$ cat src/rtl/readout_scheduler.sv
// readout_scheduler
// Serves the pixel-group priority encoders that share one hit path. At each
// frame it latches which groups report hits, serves them lowest index first,
// scans each served encoder over 8 slots and queues the decoded hits in a
// first-word-fall-through FIFO towards the serializer.
// Optional feature: define HIT_FRAME_ID_EN to prefix every hit word with an
// 8-bit frame id (hit_data becomes GROUP_W+11 bits wide instead of GROUP_W+3).
module readout_scheduler #(
    parameter int N_GROUPS   = 4,
    parameter int GROUP_W    = 2,
    parameter int FIFO_DEPTH = 16,
`ifdef HIT_FRAME_ID_EN
    localparam int HIT_W     = GROUP_W + 11
`else
    localparam int HIT_W     = GROUP_W + 3
`endif
) (
    input  logic                  clk,
    input  logic                  reset_sched,
    input  logic                  frame_start,
    input  logic [N_GROUPS-1:0]   group_hit,
    input  logic [4*N_GROUPS-1:0] addr_in,
    output logic [N_GROUPS-1:0]   read,
    output logic [N_GROUPS-1:0]   reset_encoder,
    output logic                  hit_valid,
    output logic [HIT_W-1:0]      hit_data,
    input  logic                  hit_ready,
    output logic                  busy,
    output logic                  frame_done,
    output logic                  overflow
);

    localparam logic [2:0] ST_IDLE  = 3'd0;
    localparam logic [2:0] ST_LATCH = 3'd1;
    localparam logic [2:0] ST_ARB   = 3'd2;
    localparam logic [2:0] ST_CLEAR = 3'd3;
    localparam logic [2:0] ST_SCAN  = 3'd4;
    localparam logic [2:0] ST_DONE  = 3'd5;

    localparam int PTR_W = $clog2(FIFO_DEPTH);
    localparam int CNT_W = PTR_W + 1;

    // Index of the lowest set bit; the loop runs downward so the lowest wins.
    function automatic logic [GROUP_W-1:0] lowest_index(input logic [N_GROUPS-1:0] mask);
        logic [GROUP_W-1:0] idx;
        idx = '0;
        for (int i = N_GROUPS - 1; i >= 0; i--) begin
            if (mask[i]) begin
                idx = GROUP_W'(i);
            end else begin
                idx = idx;
            end
        end
        return idx;
    endfunction

    function automatic logic [N_GROUPS-1:0] one_hot(input logic [GROUP_W-1:0] idx);
        logic [N_GROUPS-1:0] v;
        v      = '0;
        v[idx] = 1'b1;
        return v;
    endfunction

    logic [2:0]          state_r, state_s;
    logic [N_GROUPS-1:0] pending_r, pending_s;
    logic [GROUP_W-1:0]  sel_r, sel_s;
    logic [3:0]          cnt_r, cnt_s;
    logic [3:0]          addr_sel_s;
    logic                push_s;
    logic [HIT_W-1:0]    push_word_s;
    logic [N_GROUPS-1:0] read_s, reset_encoder_s;

    assign addr_sel_s = addr_in[{sel_r, 2'b00} +: 4];

`ifdef HIT_FRAME_ID_EN
    logic [7:0] frame_cnt_r;
    logic [7:0] frame_id_r;

    // Frame counter: tag the accepted frame with the count so far, then advance (wraps at 255).
    always_ff @(posedge clk or posedge reset_sched) begin
        if (reset_sched) begin
            frame_cnt_r <= 8'd0;
            frame_id_r  <= 8'd0;
        end else if ((state_r == ST_IDLE) && frame_start) begin
            frame_id_r  <= frame_cnt_r;
            frame_cnt_r <= frame_cnt_r + 8'd1;
        end
    end

    assign push_word_s = {frame_id_r, sel_r, addr_sel_s[3:1]};
`else
    assign push_word_s = {sel_r, addr_sel_s[3:1]};
`endif

    // Frame sequencing: next state, pending mask, selected group, scan counter and hit push.
    always_comb begin
        state_s   = state_r;
        pending_s = pending_r;
        sel_s     = sel_r;
        cnt_s     = cnt_r;
        push_s    = 1'b0;
        case (state_r)
            ST_IDLE: begin
                if (frame_start) begin
                    state_s = ST_LATCH;
                end else begin
                    state_s = ST_IDLE;
                end
            end
            ST_LATCH: begin
                pending_s = group_hit;
                if (group_hit == '0) begin
                    state_s = ST_DONE;
                end else begin
                    state_s = ST_ARB;
                end
            end
            ST_ARB: begin
                if (pending_r != '0) begin
                    sel_s     = lowest_index(pending_r);
                    pending_s = pending_r & ~one_hot(lowest_index(pending_r));
                    state_s   = ST_CLEAR;
                end else begin
                    state_s   = ST_DONE;
                end
            end
            ST_CLEAR: begin
                cnt_s   = 4'd0;
                state_s = ST_SCAN;
            end
            ST_SCAN: begin
                // cnt 1..8 sees the encoder answer to the read issued one cycle earlier
                if ((cnt_r != 4'd0) && addr_sel_s[0]) begin
                    push_s = 1'b1;
                end else begin
                    push_s = 1'b0;
                end
                if (cnt_r == 4'd8) begin
                    cnt_s   = 4'd0;
                    state_s = ST_ARB;
                end else begin
                    cnt_s   = cnt_r + 4'd1;
                    state_s = ST_SCAN;
                end
            end
            ST_DONE: begin
                state_s = ST_IDLE;
            end
            default: begin
                state_s = ST_IDLE;
            end
        endcase
    end

    // Encoder strobes decoded from the next state so the registered outputs line up with it.
    always_comb begin
        read_s          = '0;
        reset_encoder_s = '0;
        if ((state_s == ST_SCAN) && (cnt_s <= 4'd7)) begin
            read_s = one_hot(sel_s);
        end else begin
            read_s = '0;
        end
        if (state_s == ST_CLEAR) begin
            reset_encoder_s = one_hot(sel_s);
        end else begin
            reset_encoder_s = '0;
        end
    end

    // Control state and registered control outputs.
    always_ff @(posedge clk or posedge reset_sched) begin
        if (reset_sched) begin
            state_r       <= ST_IDLE;
            pending_r     <= '0;
            sel_r         <= '0;
            cnt_r         <= 4'd0;
            read          <= '0;
            reset_encoder <= '0;
            busy          <= 1'b0;
            frame_done    <= 1'b0;
        end else begin
            state_r       <= state_s;
            pending_r     <= pending_s;
            sel_r         <= sel_s;
            cnt_r         <= cnt_s;
            read          <= read_s;
            reset_encoder <= reset_encoder_s;
            busy          <= (state_s != ST_IDLE);
            frame_done    <= (state_s == ST_DONE);
        end
    end

    logic [HIT_W-1:0] mem_r [FIFO_DEPTH];
    logic [PTR_W-1:0] wr_ptr_r, rd_ptr_r, rd_ptr_s;
    logic [CNT_W-1:0] count_r, count_s;
    logic             pop_s, full_s, wr_en_s, drop_s;
    logic [HIT_W-1:0] head_s;

    // FIFO bookkeeping; a push on full is only accepted when a pop frees the slot this cycle.
    always_comb begin
        pop_s    = hit_valid && hit_ready;
        full_s   = (count_r == CNT_W'(FIFO_DEPTH));
        wr_en_s  = push_s && (!full_s || pop_s);
        drop_s   = push_s && full_s && !pop_s;
        if (pop_s) begin
            rd_ptr_s = rd_ptr_r + PTR_W'(1);
        end else begin
            rd_ptr_s = rd_ptr_r;
        end
        case ({wr_en_s, pop_s})
            2'b10:   count_s = count_r + CNT_W'(1);
            2'b01:   count_s = count_r - CNT_W'(1);
            default: count_s = count_r;
        endcase
        // next head word, bypassing the write when it lands in the head slot
        if (count_s == '0) begin
            head_s = '0;
        end else if (wr_en_s && (wr_ptr_r == rd_ptr_s)) begin
            head_s = push_word_s;
        end else begin
            head_s = mem_r[rd_ptr_s];
        end
    end

    // FIFO pointers, occupancy, registered head word and sticky overflow.
    always_ff @(posedge clk or posedge reset_sched) begin
        if (reset_sched) begin
            wr_ptr_r  <= '0;
            rd_ptr_r  <= '0;
            count_r   <= '0;
            hit_valid <= 1'b0;
            hit_data  <= '0;
            overflow  <= 1'b0;
        end else begin
            if (wr_en_s) begin
                wr_ptr_r <= wr_ptr_r + PTR_W'(1);
            end
            rd_ptr_r  <= rd_ptr_s;
            count_r   <= count_s;
            hit_valid <= (count_s != '0);
            hit_data  <= head_s;
            if (drop_s) begin
                overflow <= 1'b1;
            end
        end
    end

    // FIFO storage; contents are meaningless while the pointers say empty.
    always_ff @(posedge clk) begin
        if (wr_en_s) begin
            mem_r[wr_ptr_r] <= push_word_s;
        end
    end

endmodule

$ cat config.mk
export PLATFORM = sky130hd
export DESIGN_NAME = readout_scheduler
export DESIGN_NICKNAME = d
export VERILOG_FILES = /design/src/rtl/readout_scheduler.sv
export SDC_FILE = /design/constraint.sdc
export NUM_CORES = 1
export LEC_CHECK = 0
export BUFFER_PORTS_ARGS = -buffer_cell sky130_fd_sc_hd__buf_2
export CORE_MARGIN = 2
export CORE_UTILIZATION = 45
export CTS_BUF_LIST = sky130_fd_sc_hd__clkbuf_8 sky130_fd_sc_hd__clkbuf_16
export CTS_CLUSTER_DIAMETER = 80
export CTS_CLUSTER_SIZE = 20
export DETAILED_ROUTE_END_ITERATION = 16
export PLACE_DENSITY = 0.67
export SLEW_MARGIN = 25
export SYNTH_ARGS = -nofsm -noshare
export SYNTH_HDL_FRONTEND = slang
export SYNTH_SLANG_ARGS = --single-unit
$ cat constraint.sdc
create_clock -name clk -period 8.2 [get_ports clk]
set_input_delay 0.82 -clock clk [delete_from_list [all_inputs] [get_ports clk]]
set_output_delay 0.82 -clock clk [all_outputs]
set_load 0.03 [all_outputs]
Word-level counts from Yosys, hierarchy flattened
Memories as Yosys holds them, arrays and structs flattened.
Index checks and enable logic that the tools add are counted.

operators by class
  add/sub/neg operators = 5
  $lt $le $gt $ge = 5
  eq/ne operators = 13
  shift-type cells = 1
  multiplexer cells = 31
  bitwise gates (word level) = 2
  reduce and logical (&&, ||, !) cells = 21

operator list
  cell                                                 number
  two-way mux 4 bit                                    5
  two-way mux 2 bit                                    8
  one-hot mux 4 bit (2 select lines)                   2
  variable part select 16 x 5 -> 4 bit                 1
  one-hot mux 3 bit (5 select lines)                   1
  adder 4 x 1 -> 4 bit (second input constant)         3
  two-way mux 5 bit                                    2
  one-hot mux 5 bit (2 select lines)                   1
  == test 3 x 2 -> 1 bit (second input constant)       3
  == test 3 bit (second input constant)                3
  logical AND 1 bit                                    9
  two-way mux 3 bit                                    3
  nonzero test 4 bit                                   2
  two-way mux 1 bit                                    7
  < comparator 2 x 3 -> 1 bit (second input constant)  2
  adder 5 x 1 -> 5 bit (second input constant)         1
  == test 5 bit (second input constant)                1
  zero test 5 bit                                      1
  nonzero test 5 bit                                   1
  subtractor 5 x 1 -> 5 bit (second input constant)    1
  AND 4 bit                                            1
  demux 1 bit (select 2 bit)                           2
  == test 4 bit                                        1
  == test 4 bit (second input constant)                1
  other kinds (14)                                     16

word-level totals
  flip-flop bits (word level) = 43
  memory bits (writable) = 80
  bits of input ports = 24
  output and inout port bits = 17
  word-level logic and storage cells = 93
  memories kept = 1

memories
  memory  depth  width  read ports  clocked after memory_dff  wr ports  line  source
  mem_r   16     5      1           0                         1         194   logic [HIT_W-1:0] mem_r [FIFO_DEPTH];

Depth between registers and ports, before layout
Gate-level depths: netlist (run 1).

  depth after elaboration = 14
  depth in mapped cells = 11
  depth with buffers taken out = 11

Worst setup path after synthesis (run 1)
No wires, ideal clock.

  kind = input port to flip-flop
  start = input port addr_in[12]
  end = register hit_data[0]
  library setup time = 0.136 ns
  data arrival time = 3.032 ns
  required time = 8.064 ns
  slack = 5.032 ns
  stages = 9
  buffers on the path = 0
  cell sequence = mux4_2 -> a31oi_4 -> ha_1 -> a21o_1 -> a21oi_1 -> xnor2_1 -> or3b_4 -> a211oi_4 -> a211oi_1

on the way
  word-level cells in the longest chain between the ends = 9
  elaborated cells on any way between the ends = 12
  those cells by class = eq/ne: 2; shift: 1; mux: 5; reduce/logical: 4

ends and longest elaborated chain
  element                                                  line  source
  start, declared                                          22    input logic [4*N_GROUPS-1:0] addr_in,
  variable part select 16 x 5 -> 4 bit (*)                 73    assign addr_sel_s = addr_in[{sel_r, 2'b00} +: 4];
  logical AND 1 bit (*)                                    133   if ((cnt_r != 4'd0) && addr_sel_s[0]) begin
  two-way mux 1 bit (*)                                    133
  two-way mux 1 bit (*)                                    102   case (state_r)
  logical AND 1 bit (*)                                    204   wr_en_s = push_s && (!full_s || pop_s);
  == test 2 x 1 -> 1 bit or == test 2 bit (tied branches)  211   case ({wr_en_s, pop_s})
  one-hot mux 5 bit (2 select lines)                       211
  zero test 5 bit                                          217   if (count_s == '0) begin
  two-way mux 5 bit (*)                                    217
  via head_s[0]                                            198   logic [HIT_W-1:0] head_s;
  end signal, assigned                                     242   hit_data <= head_s;
  end, declared                                            26    output logic [HIT_W-1:0] hit_data,

The timed path passes the listed nets; every way through them passes the cells marked *.
A chain may end at the register's enable or synchronous reset.

Worst setup path in the final report (run 1)
  start = register sel_r[0]
  end = register hit_data[4]

on the way
  word-level cells in the longest chain between the ends = 9
  elaborated cells on any way between the ends = 12
  those cells by class = eq/ne: 2; shift: 1; mux: 5; reduce/logical: 4

ends and longest elaborated chain
  element                                                  line  source
  start, declared                                          66    logic [GROUP_W-1:0] sel_r, sel_s;
  start signal, assigned                                   185   sel_r <= sel_s;
  variable part select 16 x 5 -> 4 bit (*)                 73
  logical AND 1 bit (*)                                    133
  two-way mux 1 bit (*)                                    133
  two-way mux 1 bit (*)                                    102
  logical AND 1 bit (*)                                    204
  == test 2 x 1 -> 1 bit or == test 2 bit (tied branches)  211
  one-hot mux 5 bit (2 select lines) (*)                   211
  via count_s[4]                                           196   logic [CNT_W-1:0] count_r, count_s;
  zero test 5 bit (*)                                      217
  two-way mux 5 bit (*)                                    217
  via head_s[4]                                            198

Marks and branches as above.

==> metrics.md, run 1 <==
| Metric | Value |
|---|---|
| Core box area | 12500 um^2 |
| Worst Path Arrival | 4010 ps |
| Clk root buf | clkbuf_16 |
| Worst path required time | 8470 ps |
| Total GRT Usage | 20.1% |
| DR DRC count | 0 |
| I/O pin total | 41 |
| CP max FO | 22 |
| Setup slack, reg-to-reg | 4460 ps |
| Post-DP HPWL | 8410 um |
| Final WL | 12500 um |
| WHS Path Cells | 1 |
| Antenna-violating nets left | 0 |
| Per-cell routed wire length | 18.7 um |
| Max-Cap Viols | 0 |
| Primary FF master, synth | edfxtp_1 |
| Postcts setup bufs | 0 |
| Final Max Slew Viols | 0 |
| Hold_buf cts | 0 |
| Status | completed |
| Die width | 116 um |
| Critical path launch point type | flip-flop |
| Slew headroom | 40.0% |
| Adder-Cell Fraction of Synth Area | 2.55% |
| Clk_skew | 9.96 ps |
| Total gr overflow | 0 |
| Post-Synth XOR/XNOR Area | 1.85% |
| First-pass GRT wire length | 20100 um |
| CTS clk-pin slew, worst paths | 60 ps |
| Die area | 13600 um^2 |
| Max Buffers Root-to-Sink | 2 |
| Synth Instances | 451 |
| Crit-path cells | mux4_2 > a31oi_4 > ha_1 > a21o_1 > a21oi_1 > a21oi_1 > a221o_1 > a211oi_4 > a211oi_1 |
| PwrDens | 394 nW/um^2 |
| Final TNS setup | 0 ps |
| Crit Path Category | reg2reg |
| Vias per cell | 5.82 |
| Async S/R FF share, synth | 35.0% |
| TritonCTS Sinks | 123 |
| Syn_area_per_cell | 12.6 um^2 |
| Syn-to-layout area delta | 16.4% |
| Vias in the first global route | 3676 |
| Worst reg-to-reg path cell count | 9 |
| Max stage delay cell, worst path | dfrtp_1 |
| Syn_nets | 486 |
| Placement Setup Slack | 4490 ps |
| Yosys top cell by area | edfxtp_1 |
| Synth top cells by count | 80 x edfxtp_1, 43 x dfrtp_1, 36 x nor2_1 |
| # rows | 41 |
| Initial Util | 45.7% |
| Port Buffers | 40 |
| # fillers | 1038 |
| Least-Margin Pin Slew | 900 ps |
| Nets@finish | 522 |
| Yosys cell types | 61 |
| ANT cells | 0 |
| Placer congestion estimate | 0.892 |
| Highest clock rate | 268 MHz |
| Clk_lat worst skew | 410 ps |
| Combinational family with the most area after synthesis | compound AO/OA/AOI/OAI gates |
| Initial antenna violation count | 0 |
| WHS | 491 ps |
| Synth Area in Compound Gates | 13.7% |
| # H-tree levels | 4 |
| P_leak | 0.00250 uW |
| Layout cells sized above 1 | 19.0% |
| PnR worst setup slack | 4460 ps |
| CTS tree | built |
| Yosys top cell area share | 42.2% |
| Post-route clock period utilization | 45.6% |
| CP max stage delay | 930 ps |
| # setup viols final | 0 |
| HP Class | reg2reg |
| RSZ-0062 raised after global routing | no |
| Via count | 3909 |
| Synthesized area | 5690 um^2 |
| Yosys warns | 0 |
| Most frequent CP cell | a21oi_1 |
| First-pass iteration count of the detailed router | 5 |
| Final hold violations | 0 |
| Starting DRT DRC Count | 348 |
| Top-count cell post-synth | edfxtp_1 |
| Flops & latches, synth | 123 |
| Seq/Total Area, Yosys | 61.1% |
| Crit path capture type | flip-flop |
| Post-CTS Resized | 0 |
| Final min period | 3740 ps |
| Num CTS Buffers | 17 |
| Largest net degree at the start of global routing | 44 |
| Post-synth EDFFs | 80 |
| Die Y | 116 um |
| Simple-Gate Fraction of Synth Area | 12.0% |
| Top cells by area, synth | edfxtp_1 42%, dfrtp_1 19%, mux4_2 3.6% |
| Max rail drop VDD | 0.210 mV |
| Mux cell area share after synthesis | 6.13% |
-- metrics by stage --
step                std cells  area [um^2]  utilization, %  power, uW
floorplan                 451         5690               -       1610
global placement          640         6010            48.2       1820
detailed placement        640         6010            48.2       1850
CTS                       672         6620            53.1       2610
global route              672         6620            53.1       2750
finish                    672         6620            53.1       2610
-- critical path, delay by kind of cell, from the launching register on --
kind | cells | cell delay (ps)
adder cells (fa/ha/maj) | 1 | 320
flip-flops | 1 | 930
multiplexers | 1 | 670
AO/OA/AOI/OAI | 7 | 1680
-- sequential cells by signal, indices dropped and copies added, names as in the netlist, named ones only --
name and cells:
mem_r 80, count_r 5, hit_data 5, pending_r 4, rd_ptr_r 4, read 4
reset_encoder 4, wr_ptr_r 4, state_r 3, sel_r 2, busy 1, cnt_r 1
frame_done 1, hit_valid 1, overflow 1
-- routing by layer --
layer  share of wire, %  vias up  wire (um)  global-route usage (%)
met5                  0        -          0                       0
met4                1.6        0        195                    8.17
met3                6.1       20        765                    5.09
met2                 47      138       5880                    29.1
met1                 45     1954       5700                    29.1
li1                   -     1797          -                       -
-- cells by family (layout without fill, tap and decap cells) --
group | count (synthesis) | count (layout)
AOI/OAI and AO/OA | 109 | 109
xor gates and xnor gates | 12 | 12
adders and majority gates | 11 | 11
buffers and inverters | 37 | 86
DFF | 123 | 123
muxes | 23 | 23
and+or+nand+nor | 136 | 136
-- final timing paths --
path / start / endpoint
setup / recovery: sel_r[0] / hit_data[4]
hold / removal: overflow / overflow
setup reg to reg: sel_r[0] / hit_data[4]
hold reg to reg: overflow / overflow
max in group asynchronous: reset_sched / pending_r[0]
min in group asynchronous: reset_sched / count_r[4]
-- cell usage in the layout, fill, tap and decap left out, drive strengths merged, types with 10 or more instances in the layout --
cell type  instances
a21oi             19
o21ai             24
a211oi            18
nor3              12
ha                10
nand3             18
edfxtp            80
clkbuf            17
dfrtp             43
nor2              36
buf               41
nand2             26
and3              15
a21boi            10
inv               15
-- final cells by class --
class                      instances  area, um^2  area share, %
tap                              172         215           3.25
inverter                          13        48.8          0.737
sequential                       123        3480           52.5
clock inverter                    15         184           2.78
clock buffer                      17         425           6.42
multi-input combinational        291        2060           31.2
timing repair buffer              41         208           3.14
-- report_power, final --
| part | internal (uW) | total [uW] | switching [uW] |
|---|---|---|---|
| Sequential | 816 | 965 | 149 |
| Clock | 502 | 762 | 260 |
| Combinational | 337 | 882 | 545 |
Power figures use the tool's default switching activity.
==> run 2: changes to the inputs <==
--- a/config.mk
+++ b/config.mk
@@ -12,7 +12,7 @@
 export CTS_CLUSTER_DIAMETER = 80
 export CTS_CLUSTER_SIZE = 20
 export DETAILED_ROUTE_END_ITERATION = 16
-export PLACE_DENSITY = 0.67
+export PLACE_DENSITY = 0.7
 export SLEW_MARGIN = 25
 export SYNTH_ARGS = -nofsm -noshare
 export SYNTH_HDL_FRONTEND = slang
==> constraint.sdc (replaced) <==
create_clock -name clk -period 3 [get_ports clk]
set_input_delay 0.3 -clock clk [delete_from_list [all_inputs] [get_ports clk]]
set_output_delay 0.3 -clock clk [all_outputs]
set_load 0.03 [all_outputs]
==> run 2 against run 1 <==
  * The flow now finishes with violations (hold timing, setup timing)
  * Fmax is 24% higher
  * Count of clock-buffer cells in the layout increased by 6
  * Final cell count rose by 3.7%
  * Combinational power rose to 3.3 times the previous value
  * Largest cell class unchanged
  * Sequential power grew to 2.6 times the previous value
  * First-iteration DRC count shrank 2.3%
  * Total power grew to 2.8 times the previous value
  * Highest routed layer unchanged
  * Final area up 3.2%
  * Register-to-register slack worse by 4500 ps
==> metrics.md, run 2 (synthesized netlist as in run 1, its figures left out) <==
| Metric | Value |
|---|---|
| # rows | 41 (unchanged) |
| Die Y | 116 um (unchanged) |
| Placed Area | 6170 um^2 (was 6010 um^2) |
| Met2 Use GR | 29.6% (was 29.1%) |
| Syn-to-layout area delta | 20.1% (was 16.4%) |
| Registers with the most flip-flops | mem_r x80, count_r x5, hit_data x5 (unchanged) |
| Crit path capture type | flip-flop (unchanged) |
| RSZ-0062 raised after global routing | yes (was no) |
| Final Max Slew Viols | 0 (unchanged) |
| Clk_lat worst skew | 410 ps (about the same) |
| CP max FO | 5 (was 22) |
| Final min period | 3010 ps (was 3740 ps) |
| Largest net degree at the start of global routing | 31 (was 44) |
| Finished Cell Area | 6830 um^2 (was 6620 um^2) |
| Initial Util | 45.7% (unchanged) |
| Starting DRT DRC Count | 340 (was 348) |
| Most frequent cells in the layout | 80 x edfxtp_1, 42 x dfrtp_1, 40 x buf_2 (was 80 x edfxtp_1, 43 x dfrtp_1, 40 x buf_2) |
| PwrDens | 1070 nW/um^2 (was 394 nW/um^2) |
| Failing checks | hold timing, setup timing |
| Via count | 3975 (was 3909) |
| Per-cell routed wire length | 18.3 um (was 18.7 um) |
| First-pass GRT wire length | 20100 um (about the same) |
| Most common cell after layout, fill and taps aside | edfxtp_1 (unchanged) |
| # H-tree levels | 4 (unchanged) |
| Vias in the first global route | 3849 (was 3676) |
| Initial antenna violation count | 0 (unchanged) |
| Post-DP HPWL | 8540 um (was 8410 um) |
| Antenna-violating nets left | 0 (unchanged) |
| Total gr overflow | 0 (unchanged) |
| # fillers | 1020 (was 1038) |
| Final hold violations | 29 (was 0) |
| Crit Path Category | reg2reg (unchanged) |
| CTS tree | built (unchanged) |
| ANT cells | 0 (unchanged) |
| Worst Path Arrival | 3270 ps (was 4010 ps) |
| Die width | 116 um (unchanged) |
| Clk root buf | clkbuf_16 (unchanged) |
| Clk_skew | 10.4 ps (was 9.96 ps) |
| Highest clock rate | 332 MHz (was 268 MHz) |
| HP Class | in2async (was reg2reg) |
| DR DRC count | 0 (unchanged) |
| CTS clk-pin slew, worst paths | 50 ps (was 60 ps) |
| Post-layout util | 54.8% (was 53.1%) |
| Layout cells sized above 1 | 25.3% (was 19.0%) |
| PnR worst setup slack | -10.5 ps (was 4460 ps) |
| TritonCTS Sinks | 123 (unchanged) |
| Max-Cap Viols | 0 (unchanged) |
| Port Buffers | 40 (unchanged) |
| Final TNS setup | -29.0 ps (was 0 ps) |
| Met1 track demand over resource | 27.3% (was 29.1%) |
| Pwr Total | 7310 uW (was 2610 uW) |
| Num CTS Buffers | 17 (unchanged) |
| Max Buffers Root-to-Sink | 2 (unchanged) |
| Status | complete, but fails checks (was completed) |
| Most flops, register | mem_r (unchanged) |
| Die area | 13600 um^2 (unchanged) |
| Vias per cell | 5.70 (was 5.82) |
| Total GRT Usage | 19.9% (was 20.1%) |
| Slew headroom | 54.9% (was 40.0%) |
| WHS | -35.9 ps (was 491 ps) |
| Busiest grt layer | met2 (was met1) |
| Nets@finish | 547 (was 522) |
| Placer congestion estimate | 0.895 (was 0.892) |
| Final WL | 12700 um (was 12500 um) |
| I/O pin total | 41 (unchanged) |
| Core box area | 12500 um^2 (unchanged) |
| Met3 Usage GRT | 6.18% (was 5.09%) |
| Hold_buf cts | 0 (unchanged) |
| Least-Margin Pin Slew | 675 ps (was 900 ps) |
| # setup viols final | 3 (was 0) |
| Worst path required time | 3260 ps (was 8470 ps) |
| P_leak | 0.00264 uW (was 0.00250 uW) |
| Post-route clock period utilization | 100% (was 45.6%) |
| Max rail drop VDD | 0.538 mV (was 0.210 mV) |
| First-pass iteration count of the detailed router | 5 (unchanged) |
| Max reg flops | 80 (unchanged) |
| Worst reg-to-reg path cell count | 12 (was 9) |
| Critical path launch point type | flip-flop (unchanged) |
[run 2: critical path: stages (launching register included)]
cell      delay, ps
dfrtp_1         370
inv_1            60
ha_2            160
or3b_4          390
a31oi_4         260
fa_2            270
a21o_1          140
a21oi_2          70
or3_1           310
a221o_1         380
a211oi_4        240
buf_6           160
a211oi_2         40
[run 2: final cells by class]
class | instances | area, um^2 | share of cell area, %
inverters | 13 | 48.8 | 0.714
clock buffers | 23 | 531 | 7.76
repair buffers | 66 | 399 | 5.84
clock inverters | 9 | 43.8 | 0.641
well taps | 172 | 215 | 3.15
flip-flops and latches | 123 | 3480 | 50.9
multi-input cells | 291 | 2120 | 31.0
[run 2: through the flow]
stage               setup slack, ps  hold slack (ps)  cells
finish                        -10.5            -35.9    697
global route                   -108             31.1    697
CTS                            14.0             33.5    694
detailed placement            -65.7              463    662
global placement               45.3              450    662
floorplan                      15.6              488    451
[run 2: timing repair]
action                     4_1_cts  5_1_grt
setup buffers                    0        3
pin swaps                        2        6
gates resized for setup          2       11
setup endpoints to repair        6        6
cloned                           0        0
[run 2: worst paths after layout]
kind / end / slack [ps]
setup reg to reg: hit_data[1] / -10
max in group asynchronous: rd_ptr_r[3] / 2410
setup / recovery: hit_data[1] / -10
min in group clk: pending_r[2] / 190
hold reg to reg: overflow / 480
hold / removal: asynchronous set/reset pin / -40
[run 2: power breakdown]
part | total, uW | leakage [uW] | internal [uW] | switching (uW)
combinational | 2910 | 0.00108 | 1130 | 1770
sequential | 2480 | 0.00126 | 2230 | 249
clock | 1920 | 0.000300 | 1220 | 700
total | 7310 | 0.00264 | 4590 | 2720
[run 2: metal layers]
| metal | routed length, um | vias to the layer above |
|---|---|---|
| li1 | - | 1851 |
| met1 | 5600 | 1956 |
| met2 | 6050 | 146 |
| met3 | 842 | 22 |
| met4 | 229 | 0 |
| met5 | 0 | - |
